$ cat config.mk
export PLATFORM = sky130hd
export DESIGN_NAME = ulpi_reg_seq
export DESIGN_NICKNAME = d
export VERILOG_FILES = /design/src/rtl/ulpi_reg_seq.sv
export SDC_FILE = /design/constraint.sdc
export NUM_CORES = 1
export LEC_CHECK = 0
export ABC_CLOCK_PERIOD_IN_PS = 4450
export BUFFER_PORTS_ARGS = -buffer_cell sky130_fd_sc_hd__buf_2
export CORE_ASPECT_RATIO = 1.25
export CORE_MARGIN = 5
export CORE_UTILIZATION = 35
export CTS_CLUSTER_SIZE = 16
export DETAILED_ROUTE_END_ITERATION = 8
export GPL_ROUTABILITY_DRIVEN = 0
export GPL_TIMING_DRIVEN = 0
export MAX_ROUTING_LAYER = met4
export PLACE_DENSITY = 0.56
export RECOVER_POWER = 100
export SLEW_MARGIN = 15
export SYNTH_ARGS = -nofsm -noshare
export SYNTH_HDL_FRONTEND = slang
export SYNTH_SLANG_ARGS = --single-unit
$ cat constraint.sdc
create_clock -name clk -period 4.45 [get_ports clk]
set_input_delay 0 -clock clk [delete_from_list [all_inputs] [get_ports clk]]
set_output_delay 0 -clock clk [all_outputs]
set_load 0.01 [all_outputs]
$ cat src/rtl/ulpi_reg_seq.sv
// ulpi_reg_seq -- link-side ULPI register-write sequencer and RX CMD decoder.
//
// Purpose:
//   Serialises PHY register-write requests into the two-byte ULPI TX CMD
//   sequence (address command, then data) under the cmd_strobe/cmd_busy
//   handshake. Decodes RX CMD into line/VBUS/receive status, frames received
//   packets with a saturating length, and optionally detects USB bus reset.
//
// Configuration:
//   ULPI_BUS_RESET_DET_EN  define to enable SE0 bus-reset detection; when
//                          undefined bus_reset is tied low.
//   RESET_CYCLES           consecutive SE0 status clocks before bus_reset (>=2).
//
// Ports:
//   clk, reset_n           60 MHz ULPI clock, async active-low reset
//   data, data_valid       received byte stream from the link
//   rx_cmd                 latest RX CMD byte from the link
//   cmd, cmd_strobe        command byte and its one-cycle take pulse
//   cmd_busy               link cannot accept a command
//   req_valid/req_ready    register-write request handshake
//   req_addr, req_data     PHY register address / value
//   req_done               pulse once both command bytes are handed over
//   linestate, vbus_state, rx_active, rx_error   registered RX CMD fields
//   rx_cmd_change          pulse when rx_cmd differs from the previous cycle
//   pkt_end, pkt_len, pkt_err                    packet framing results
//   bus_reset              pulse on SE0 detection
module ulpi_reg_seq #(
  parameter int unsigned RESET_CYCLES = 150
) (
  input  logic        clk,
  input  logic        reset_n,
  input  logic [7:0]  data,
  input  logic        data_valid,
  input  logic [7:0]  rx_cmd,
  output logic [7:0]  cmd,
  output logic        cmd_strobe,
  input  logic        cmd_busy,
  input  logic        req_valid,
  output logic        req_ready,
  input  logic [5:0]  req_addr,
  input  logic [7:0]  req_data,
  output logic        req_done,
  output logic [1:0]  linestate,
  output logic [1:0]  vbus_state,
  output logic        rx_active,
  output logic        rx_error,
  output logic        rx_cmd_change,
  output logic        pkt_end,
  output logic [10:0] pkt_len,
  output logic        pkt_err,
  output logic        bus_reset
);

  typedef enum logic [2:0] {
    S_IDLE, S_CMD_A, S_WAIT_A, S_GUARD_A, S_CMD_D, S_WAIT_D, S_GUARD_D
  } state_t;

  state_t      state;
  logic [5:0]  addr_q;
  logic [7:0]  data_q;
  logic [7:0]  rx_cmd_q;
  logic [10:0] cnt;
  logic        err_acc;

  // Register-write sequencer. The GUARD states give the link one cycle to
  // raise cmd_busy after each strobe before it is sampled again.
  always_ff @(posedge clk or negedge reset_n) begin
    if (!reset_n) begin
      state      <= S_IDLE;
      addr_q     <= '0;
      data_q     <= '0;
      cmd        <= '0;
      cmd_strobe <= 1'b0;
      req_ready  <= 1'b1;
      req_done   <= 1'b0;
    end else begin
      cmd_strobe <= 1'b0;
      req_done   <= 1'b0;
      case (state)
        S_IDLE: begin
          if (req_valid) begin
            addr_q    <= req_addr;
            data_q    <= req_data;
            req_ready <= 1'b0;
            state     <= S_CMD_A;
          end
        end
        S_CMD_A: begin
          if (!cmd_busy) begin
            cmd        <= {2'b10, addr_q};
            cmd_strobe <= 1'b1;
            state      <= S_WAIT_A;
          end
        end
        S_WAIT_A:  state <= S_GUARD_A;
        S_GUARD_A: state <= S_CMD_D;
        S_CMD_D: begin
          if (!cmd_busy) begin
            cmd        <= data_q;
            cmd_strobe <= 1'b1;
            state      <= S_WAIT_D;
          end
        end
        S_WAIT_D:  state <= S_GUARD_D;
        S_GUARD_D: begin
          if (!cmd_busy) begin
            req_ready <= 1'b1;
            req_done  <= 1'b1;
            state     <= S_IDLE;
          end
        end
        default: begin
          req_ready <= 1'b1;
          state     <= S_IDLE;
        end
      endcase
    end
  end

  // RX CMD status and packet framing. The live rx_cmd[4] is compared with the
  // registered rx_active to find packet edges, so a byte arriving in the
  // cycle rx_cmd[4] drops is still counted.
  always_ff @(posedge clk or negedge reset_n) begin
    if (!reset_n) begin
      rx_cmd_q      <= '0;
      linestate     <= '0;
      vbus_state    <= '0;
      rx_active     <= 1'b0;
      rx_error      <= 1'b0;
      rx_cmd_change <= 1'b0;
      pkt_end       <= 1'b0;
      pkt_len       <= '0;
      pkt_err       <= 1'b0;
      cnt           <= '0;
      err_acc       <= 1'b0;
    end else begin
      rx_cmd_q      <= rx_cmd;
      linestate     <= rx_cmd[1:0];
      vbus_state    <= rx_cmd[3:2];
      rx_active     <= rx_cmd[4];
      rx_error      <= rx_cmd[5] & rx_cmd[4];
      rx_cmd_change <= (rx_cmd != rx_cmd_q);
      pkt_end       <= 1'b0;
      if (rx_cmd[4] && !rx_active) begin
        cnt     <= {10'd0, data_valid};
        err_acc <= rx_cmd[5];
      end else if (rx_cmd[4]) begin
        if (data_valid && (cnt != '1)) cnt <= cnt + 11'd1;
        if (rx_cmd[5]) err_acc <= 1'b1;
      end else if (rx_active) begin
        pkt_end <= 1'b1;
        pkt_len <= (data_valid && (cnt != '1)) ? cnt + 11'd1 : cnt;
        pkt_err <= err_acc;
      end
    end
  end

`ifdef ULPI_BUS_RESET_DET_EN
  localparam int unsigned CW = $clog2(RESET_CYCLES + 1);
  localparam logic [CW-1:0] RC    = CW'(RESET_CYCLES);
  localparam logic [CW-1:0] RC_M1 = CW'(RESET_CYCLES - 1);

  logic [CW-1:0] se0_cnt;
  logic          unused_data;
  assign unused_data = ^data;

  // Counter saturates at RESET_CYCLES so the pulse fires once per SE0 period.
  always_ff @(posedge clk or negedge reset_n) begin
    if (!reset_n) begin
      se0_cnt   <= '0;
      bus_reset <= 1'b0;
    end else begin
      bus_reset <= 1'b0;
      if (linestate != 2'b00) begin
        se0_cnt <= '0;
      end else if (se0_cnt != RC) begin
        se0_cnt   <= se0_cnt + 1'b1;
        bus_reset <= (se0_cnt == RC_M1);
      end
    end
  end
`else
  logic unused_data;
  assign unused_data = ^{data, 32'(RESET_CYCLES)};
  assign bus_reset   = 1'b0;
`endif

endmodule

==> flow_metrics.tcl <==
set metrics [dict create \
    layout_commonest_cell "dfrtp_1" \
    cp_slowest_stage_delay_ns 0.91 \
    synth_fp_nets 307 \
    final_cell_mix "dfrtp_1 (62), clkbuf_1 (53), dlygate4sd3_1 (24)" \
    synth.avg_cell_area_sq_um 10.9 \
    synth.distinct_cells 52 \
    path_common_cell "clkbuf_1" \
    crit_type "reg2reg" \
    fin_crit_sh_pct 55.9 \
    setup_viol 0 \
    max_freq_ghz 0.402 \
    min_period_ns 2.49 \
    crit_family "simple AND/OR/NAND/NOR gates" \
    initial_core_util_pct 35.7 \
    hold_path.class "in2reg" \
    drt_wl_total_um 6600 \
    worst-path-max-fanout 10 \
    antenna_cells 0 \
    fin_worst_skew_ns 0.00512 \
    numCtsBuffers 9 \
    seq_area_frac_synth_pct 53.6 \
    synth_area_leaders "dfrtp_1 (53%), mux2_2 (5.4%), o21ai_0 (3.9%), mux2i_1 (3.1%), a21oi_1 (2.4%)" \
    area_growth_pct 27.9 \
    wire_per_inst_um 14.3 \
    ctsHoldBuffers 24 \
    leakage_uw 0.00162 \
    post_cts_buffers 0 \
    cts.clk_slew.worst_paths_ns 0.06 \
    slew_violations 0 \
    cts_resized 0 \
    powerDensity_nw_per_um2 482 \
    drt_iter0_drc 54 \
    root_buffer "clkbuf_8" \
    overflow 0 \
    drive_above_1_share_pct 16.7 \
    grt_start_max_net_pins 46 \
    clkLatencyLatePin_ns 0.34 \
    die-width_um 92.0 \
    rows 37 \
    die_h_um 112 \
    synth-main-ff-cell "dfrtp_1" \
    place_ws_ns 2.67 \
    critPathArrivalTime_ns 2.71 \
    io_buffers 56 \
    vias 2311 \
    finalSetupTns_ns 0 \
    relSlewSlack_pct 25.3 \
    synth_top_cell_by_area "dfrtp_1" \
    final_hold_viol_count 0 \
    antenna_found_initial 0 \
    yosysWarnings 0 \
    cts_tree "yes" \
    cts.sinks 63 \
    timing.final.ws_setup_ns 1.96 \
    cap_violations 0 \
    status "completed" \
    h-tree-depth 3 \
    final_antenna_net_count 0 \
    ys_ff_latch 63 \
    synthArstFlopShare_pct 100 \
    worst_pin_slew_ns 1.12 \
    slowest_stage "nor4_1" \
    first_pass_iters 4 \
    netlist.area_leader.share_pct 52.7 \
    rsz0062_at_grt "false" \
    die-area_sq_um 10300 \
    startpoint_type "flip-flop" \
    grt_usage_pct 14.0 \
    final_nets 399 \
    grt_pass1_vias 2358 \
    io_pins 67 \
    required_ns 4.67 \
    netlist_area_sq_um 2940 \
    core_sq_um 8240 \
    grt_pass1_wl_um 11200 \
    dp.final_hpwl_um 4550 \
    clockBufferDepth 2 \
    critPathBufInv 2 \
    synth_edf_count 0 \
    viasPerCell 4.99 \
    irDropWorstVdd_mv 0.158 \
    drc 0 \
    holdWs_ns 0.0409 \
    endpoint_kind "flip-flop" \
    crit_chain "clkbuf_1 > nor4_1 > clkbuf_1 > mux2_2" \
    syn_inst 269 \
]
==> routing by layer <==
metal / vias to the layer above / global-route usage [%] / wire length (um)
met5: - / - / 0
met4: 0 / 6.14 / 119
met3: 9 / 3.75 / 304
met2: 52 / 22.2 / 3230
met1: 1113 / 16.7 / 2950
li1: 1137 / - / -
==> path summary, 6_finish.rpt <==
kind                             endpoint     start  slack (ns)  depth (start not counted)
worst max-delay path            addr_q[2]  state[2]        1.96                          4
worst min-delay path             req_done  cmd_busy        0.04                          3
worst max register to register  addr_q[2]  state[2]        1.96                          4
worst min register to register     cmd[3]    cmd[3]        0.48                          2
max in group asynchronous       req_ready   reset_n        3.21                          3
min in group asynchronous         pkt_end   reset_n        0.41                          2
==> state kept, by name (all words and copies together) (netlist names) <==
name and cells:
cmd 8, data_q 8, pkt_end 1, state 3, rx_error 1, rx_cmd_change 1
cmd_strobe 1, pkt_len 11, err_acc 1, req_done 1, rx_cmd_q 8, cnt 11
addr_q 6, pkt_err 1, req_ready 1
==> report_power, final <==
| part | internal (uW) | switching [uW] |
|---|---|---|
| sequential | 713 | 67.3 |
| combinational | 216 | 248 |
| clock | 345 | 224 |
==> cell type report <==
cell class                      count  area, sq um
Buffer                             22          114
Clock buffer                       11          151
Sequential cell                    63         1580
Tap cell                           97          121
Clock inverter                      5         80.1
Inverter                           13         48.8
Fill cell                         802         4480
Timing Repair Buffer               81          499
Multi-Input combinational cell    171         1170
==> worst min-delay path, stage by stage <==
cell      delay (ns)
buf_2           0.11
nand2b_1        0.15
nor3b_1         0.07
==> synthesized netlist by cell type (2+ instances only) <==
| library cell | number |
|---|---|
| dfrtp_1 | 62 |
| o21ai_0 | 23 |
| nand2_1 | 16 |
| a21oi_1 | 14 |
| mux2_2 | 14 |
| nor2_1 | 14 |
| inv_1 | 13 |
| clkbuf_1 | 9 |
| mux2i_1 | 9 |
| buf_4 | 8 |
| nand3_1 | 8 |
| xor2_1 | 7 |
| and2_1 | 5 |
| or3_1 | 5 |
| a311oi_1 | 4 |
| nand4_1 | 4 |
| o211ai_1 | 4 |
| a31oi_1 | 3 |
| and3_1 | 3 |
| and4_1 | 3 |
| buf_2 | 3 |
| ha_1 | 3 |
| a41o_1 | 2 |
| nor3_1 | 2 |
| nor3b_1 | 2 |
| o2111ai_1 | 2 |
| xnor2_1 | 2 |
==> kinds of logic after synthesis <==
kind of cell / count (synthesis) / share of synthesized area (%)
fa+ha+maj: 3 / 1.28
flops: 63 / 53.6
compound gates: 62 / 13.9
other cells: 1 / 0.127
xor+xnor: 9 / 2.68
mux: 23 / 8.42
simple gates: 73 / 14.0
buf+inv: 35 / 5.91
==> through the flow <==
stage / std cells / area, sq um / util, % / power, uW
finish: 463 / 3760 / 45.7 / 1810
global route: 463 / 3760 / 45.7 / 1930
CTS: 463 / 3840 / 46.7 / 1870
detailed placement: 423 / 3370 / 40.9 / 1280
global placement: 422 / 3340 / 40.6 / 1260
floorplan: 269 / 2940 / - / 1120
No activity file was read; power rests on OpenSTA's default activity.
